--- src/rtl/fifo_pkg.sv ---
// fifo_pkg: shared sizing helpers and read-mode encoding for the flexible FIFO
package fifo_pkg;
  typedef enum logic {FIFO_STD = 1'b0, FIFO_FWFT = 1'b1} fifo_mode_e;
  function automatic int level_width(int depth);
    return $clog2(depth + 1);
  endfunction
  function automatic int ptr_width(int depth);
    return (depth <= 2) ? 1 : $clog2(depth);
  endfunction
endpackage

--- src/rtl/fifo_queue_flex_if.sv ---
// fifo_queue_flex_if: producer/consumer handshake and status bundle of the flexible FIFO
interface fifo_queue_flex_if #(parameter int WIDTH = 16, parameter int DEPTH = 32);
  logic clear, enq, deq, deq_valid, full, empty, almost_full, almost_empty, overflow, underflow;
  logic [WIDTH-1:0] enq_data, deq_data;
  logic [fifo_pkg::level_width(DEPTH)-1:0] level;
  modport master(output clear, enq, enq_data, deq,
                 input deq_data, deq_valid, full, empty, almost_full, almost_empty, level, overflow, underflow);
  modport slave(input clear, enq, enq_data, deq,
                output deq_data, deq_valid, full, empty, almost_full, almost_empty, level, overflow, underflow);
endinterface

--- src/rtl/fifo_wrap_ptr.sv ---
// fifo_wrap_ptr: pointer that counts 0..DEPTH-1 with an explicit wrap, so any depth works
module fifo_wrap_ptr import fifo_pkg::*; #(parameter int DEPTH = 32) (
  input  logic clk,
  input  logic reset_n,
  input  logic clear,
  input  logic inc,
  output logic [ptr_width(DEPTH)-1:0] ptr
);
  localparam int PW = ptr_width(DEPTH);
  always_ff @(posedge clk or negedge reset_n)
    if (!reset_n) ptr <= '0;
    else if (clear) ptr <= '0;
    else if (inc) ptr <= (ptr == PW'(DEPTH - 1)) ? '0 : ptr + PW'(1);
endmodule

--- src/rtl/fifo_queue_flex.sv ---
// fifo_queue_flex: any-depth single-clock FIFO with std/FWFT read, thresholds, sticky errors and flush
module fifo_queue_flex import fifo_pkg::*; #(
  parameter int WIDTH    = 16,
  parameter int DEPTH    = 32,
  parameter int AF_LEVEL = DEPTH - 2,
  parameter int AE_LEVEL = 2,
  parameter bit FWFT     = 1'b0
) (
  input logic clk,
  input logic reset_n,
  fifo_queue_flex_if.slave q
);
  localparam int LW = level_width(DEPTH);
  localparam int PW = ptr_width(DEPTH);
  localparam fifo_mode_e MODE = fifo_mode_e'(FWFT);
  logic [WIDTH-1:0] mem [DEPTH];
  logic [WIDTH-1:0] rd_data;
  logic [PW-1:0] rd_ptr, wr_ptr;
  logic [LW-1:0] level;
  logic rd_valid, ovf, unf, deq_acc, enq_acc;
  assign deq_acc = q.deq & ~q.empty;
  // a full FIFO still takes a write when a read frees a slot in the same cycle
  assign enq_acc = q.enq & (~q.full | deq_acc);
  fifo_wrap_ptr #(.DEPTH(DEPTH)) u_rd (.clk(clk), .reset_n(reset_n), .clear(q.clear), .inc(deq_acc), .ptr(rd_ptr));
  fifo_wrap_ptr #(.DEPTH(DEPTH)) u_wr (.clk(clk), .reset_n(reset_n), .clear(q.clear), .inc(enq_acc), .ptr(wr_ptr));
  always_ff @(posedge clk)
    if (enq_acc && !q.clear) mem[wr_ptr] <= q.enq_data;
  always_ff @(posedge clk or negedge reset_n)
    if (!reset_n) begin
      level    <= '0;
      ovf      <= 1'b0;
      unf      <= 1'b0;
      rd_valid <= 1'b0;
      rd_data  <= '0;
    end else if (q.clear) begin
      level    <= '0;
      ovf      <= 1'b0;
      unf      <= 1'b0;
      rd_valid <= 1'b0;
      rd_data  <= '0;
    end else begin
      if (enq_acc != deq_acc) level <= enq_acc ? level + LW'(1) : level - LW'(1);
      ovf      <= ovf | (q.enq & ~enq_acc);
      unf      <= unf | (q.deq & q.empty);
      rd_valid <= deq_acc & (MODE == FIFO_STD);
      if (deq_acc) rd_data <= mem[rd_ptr];
    end
  assign q.level        = level;
  assign q.full         = level == LW'(DEPTH);
  assign q.empty        = level == '0;
  assign q.almost_full  = level >= LW'(AF_LEVEL);
  assign q.almost_empty = level <= LW'(AE_LEVEL);
  assign q.overflow     = ovf;
  assign q.underflow    = unf;
  assign q.deq_data     = (MODE == FIFO_FWFT) ? mem[rd_ptr] : rd_data;
  assign q.deq_valid    = (MODE == FIFO_FWFT) ? ~q.empty : rd_valid;
endmodule

--- src/flat_wrapper.sv ---
// flat-port wrapper written by rule: the top's interface ports become plain ports
module fifo_queue_flex_flat import fifo_pkg::*;
#(
  parameter int WIDTH    = 16,
  parameter int DEPTH    = 32,
  parameter int AF_LEVEL = DEPTH - 2,
  parameter int AE_LEVEL = 2,
  parameter bit FWFT     = 1'b0
)
  (clk, reset_n, q_clear, q_enq, q_enq_data, q_deq, q_deq_data, q_deq_valid, q_full, q_empty, q_almost_full, q_almost_empty, q_level, q_overflow, q_underflow);
  fifo_queue_flex_if #(.WIDTH(WIDTH), .DEPTH(DEPTH)) q_i ();
  input logic clk;
  input logic reset_n;
  input wire logic [$bits(q_i.clear)-1:0] q_clear;
  input wire logic [$bits(q_i.enq)-1:0] q_enq;
  input wire logic [$bits(q_i.enq_data)-1:0] q_enq_data;
  input wire logic [$bits(q_i.deq)-1:0] q_deq;
  output wire logic [$bits(q_i.deq_data)-1:0] q_deq_data;
  output wire logic [$bits(q_i.deq_valid)-1:0] q_deq_valid;
  output wire logic [$bits(q_i.full)-1:0] q_full;
  output wire logic [$bits(q_i.empty)-1:0] q_empty;
  output wire logic [$bits(q_i.almost_full)-1:0] q_almost_full;
  output wire logic [$bits(q_i.almost_empty)-1:0] q_almost_empty;
  output wire logic [$bits(q_i.level)-1:0] q_level;
  output wire logic [$bits(q_i.overflow)-1:0] q_overflow;
  output wire logic [$bits(q_i.underflow)-1:0] q_underflow;
  assign q_i.clear = q_clear;
  assign q_i.enq = q_enq;
  assign q_i.enq_data = q_enq_data;
  assign q_i.deq = q_deq;
  assign q_deq_data = q_i.deq_data;
  assign q_deq_valid = q_i.deq_valid;
  assign q_full = q_i.full;
  assign q_empty = q_i.empty;
  assign q_almost_full = q_i.almost_full;
  assign q_almost_empty = q_i.almost_empty;
  assign q_level = q_i.level;
  assign q_overflow = q_i.overflow;
  assign q_underflow = q_i.underflow;
  fifo_queue_flex #(.WIDTH(WIDTH), .DEPTH(DEPTH), .AF_LEVEL(AF_LEVEL), .AE_LEVEL(AE_LEVEL), .FWFT(FWFT)) u_core (.clk(clk), .reset_n(reset_n), .q(q_i));
endmodule
--- config.mk ---
export PLATFORM = sky130hd
export DESIGN_NAME = fifo_queue_flex_flat
export DESIGN_NICKNAME = d
export VERILOG_FILES = /design/src/rtl/fifo_pkg.sv /design/src/rtl/fifo_queue_flex_if.sv /design/src/rtl/fifo_wrap_ptr.sv /design/src/rtl/fifo_queue_flex.sv /design/src/flat_wrapper.sv
export SDC_FILE = /design/constraint.sdc
export NUM_CORES = 1
export LEC_CHECK = 0
export CORE_ASPECT_RATIO = 0.9
export CORE_MARGIN = 4
export CORE_UTILIZATION = 45
export CTS_CLUSTER_SIZE = 25
export DETAILED_ROUTE_END_ITERATION = 10
export SLEW_MARGIN = 20
export SYNTH_ARGS = -nofsm -noshare
export SYNTH_HDL_FRONTEND = slang
export SYNTH_SLANG_ARGS = --single-unit
--- constraint.sdc ---
create_clock -name clk -period 4 [get_ports clk]
set_input_delay 0.6 -clock clk [delete_from_list [all_inputs] [get_ports clk]]
set_output_delay 0.6 -clock clk [all_outputs]
set_load 0.01 [all_outputs]
==> flow_summary.yaml <==
status:
  status: "finished clean"
cts:
  clockBufferDepth: 3
  cts_setup_buffers: 0
  clk_pin_slew_ns: 0.06
  h-tree-depth: 2
  clock_latency_ns: 0.61
  cts-buffers-inserted: 55
  root_buffer: "clkbuf_16"
  postCtsHoldBufs: 0
  cts_resized: 0
  cts_tree: "done"
  clock-sinks: 547
final_layout:
  fin_util: 0.527
  fin_nets: 1196
  drive_gt1_frac: 0.253
  final_common_cell: "edfxtp_1"
  fillers: 3727
  final_cell_mix: "512 x edfxtp_1, 128 x mux4_2, 68 x buf_4"
  area_growth_pct: 15.6
synth:
  synth.distinct_cells: 46
  ys.flop_type: "edfxtp_1"
  synth_edf_count: 512
  avgSynthCellArea_sq_um: 20.3
  async_flop_share: 0.0640
  yosysSeqAreaShare: 0.762
  syn-num-nets: 1082
  synth_seq_cells: 547
  syn_area_sq_mm: 0.0213
  netlist_instances: 1049
  yosys_warnings: 0
routing:
  drtAntennaViolNets: 0
  num_vias: 10600
  dr.pass1.iters: 5
  wirelength_microns: 49600
  vias_per_cell: 5.80
  drt-wirelength-per-cell_microns: 27.2
  drt-initial-drc-count: 972
  drc_errors: 0
timing:
  rsz0062_at_grt: "false"
  finalSetupViolations: 0
  hold_viol: 0
  fin_crit_ns: 3.22
  final.setup.tns_ns: 0
  max_slew.worst_pin.slew_ns: 1.03
  fin_crit_sh: 0.805
  slew_violations: 0
  relSlewSlack: 0.312
  fmax_mhz: 311
  skew_ns: 0.0177
floorplan:
  core-area_sq_mm: 0.0467
  die_y_microns: 214
  io_pins: 50
  rows: 75
  initial_core_util: 0.456
  die_x_microns: 237
  die_area_sq_mm: 0.0509
setup_path:
  critPathKind: "flop to output pin"
  start_kind: "flop"
  startpoint: "u_core.q.level[1]"
  worst_path_max_delay_cell: "or4_1"
  worstPathArrival_ns: 2.62
  crit_path_max_incr_delay_ns: 0.72
  rr_startpoint: "u_core.q.level[1]"
  end_kind: "output pin"
  cp_cell_sequence: "or4_1 -> nor3_4 -> clkdlybuf4s50_1"
  required_ns: 3.40
  crit_path_max_fanout: 7
global_routing:
  grt_pass1_vias: 10800
  grt_busiest_layer: "met2"
  grt_usage: 0.195
  antenna_found_initial: 0
  grt_overflow: 0
  grtUsageMet3: 0.0431
  grt_max_degree: 42
  grtUsageMet1: 0.280
  grt_pass1_wl_microns: 72900
  grt.met2_usage: 0.308
power:
  peakVddDrop_mv: 0.349
  power_leakage_nw: 7.80
  power_density_mw_per_mm2: 562
  p_total_mw: 13.9
place:
  dp_hpwl_microns: 29000
  gp_congestion: 0.846
  io_buffers: 49
run:
  cap_violations: 0
min_path:
  hold_class: "primary input to asynchronous set/reset pin"
-- final cells by class --
type,count,area (sq um),area share
diodes,1,2.50,0.000102
clock buffers,67,1450,0.0590
clock inverters,31,304,0.0123
inverters,8,30.0,0.00122
multi-input cells,431,4770,0.194
flip-flops and latches,547,16300,0.660
well taps,616,771,0.0313
repair buffers,120,1050,0.0427
-- flip-flops by register name (all words and copies together) (netlist names) --
register            count
u_core.q.overflow       1
u_core.q.deq_data      16
u_core.q.level          6
u_core.mem            512
u_core.u_rd.ptr         5
u_core.q.deq_valid      1
u_core.q.underflow      1
u_core.u_wr.ptr         5
-- Yosys cell counts (4+ instances only) --
cell type | count | area, sq um
a211oi_1 | 17 | 128
a21oi_1 | 35 | 175
a22oi_1 | 64 | 480
buf_2 | 26 | 130
buf_4 | 6 | 45.0
clkbuf_1 | 28 | 105
dfrtp_1 | 35 | 876
edfxtp_1 | 512 | 15400
ha_1 | 11 | 138
inv_1 | 8 | 30.0
mux4_2 | 128 | 2880
nand2_1 | 31 | 116
nand3_1 | 6 | 30.0
nor2_1 | 62 | 233
nor2b_1 | 5 | 31.3
nor3_1 | 23 | 115
o21ai_0 | 8 | 40.0
or4_1 | 4 | 30.0
-- worst max-delay path: cells and delay by family (launching register included) --
family / cells / cell delay (ns)
buf+inv: 1 / 0.58
flops: 1 / 0.47
simple gates: 2 / 0.98
-- cell families (layout without fill, tap and decap cells) --
logic type	after synthesis	after routing	share of synthesized area
simple gates	150	150	0.0329
buf+inv	71	226	0.0154
fa+ha+maj	12	12	0.00740
compound gates	139	139	0.0457
mux	129	129	0.136
xor+xnor	1	1	0.000411
flops	547	547	0.762
other cells	0	1	0
-- layer usage --
layer	routed length, microns	part of all wire
met1	21600	0.43
met2	23600	0.48
met3	3410	0.069
met4	935	0.019
met5	96	0.0019
-- worst paths after layout --
check                      slack, ns  depth (start not counted)                  to
min in group clk                0.51                          2  u_core.q.underflow
min                             0.11                          1   u_core.q.level[0]
max                             0.78                          3             q_empty
max in group asynchronous       3.27                          1  u_core.u_rd.ptr[1]
max reg2reg                     0.80                         10   u_core.q.level[4]
min reg2reg                     0.51                          2  u_core.q.underflow
-- stage by stage --
stage / hold slack (ns) / cell area (sq um) / setup slack (ns) / instances
final: 0.106 / 24600 / 0.780 / 1821
after global routing: 0.162 / 24600 / 0.619 / 1820
after CTS: 0.107 / 24600 / 0.747 / 1820
after detailed placement: 0.499 / 22900 / 0.493 / 1722
after global placement: 0.499 / 22900 / 0.591 / 1722
after floorplan: 0.304 / 21300 / 1.07 / 1049
-- where the power goes --
| group | internal, mW | leakage (nW) | switching [mW] |
|---|---|---|---|
| registers | 6.38 | 5.07 | 0.250 |
| logic | 1.07 | 1.87 | 1.13 |
| clock network | 2.90 | 0.861 | 2.12 |
| total | 10.3 | 7.80 | 3.50 |
Note: power is estimated with default switching activity, not from simulation.
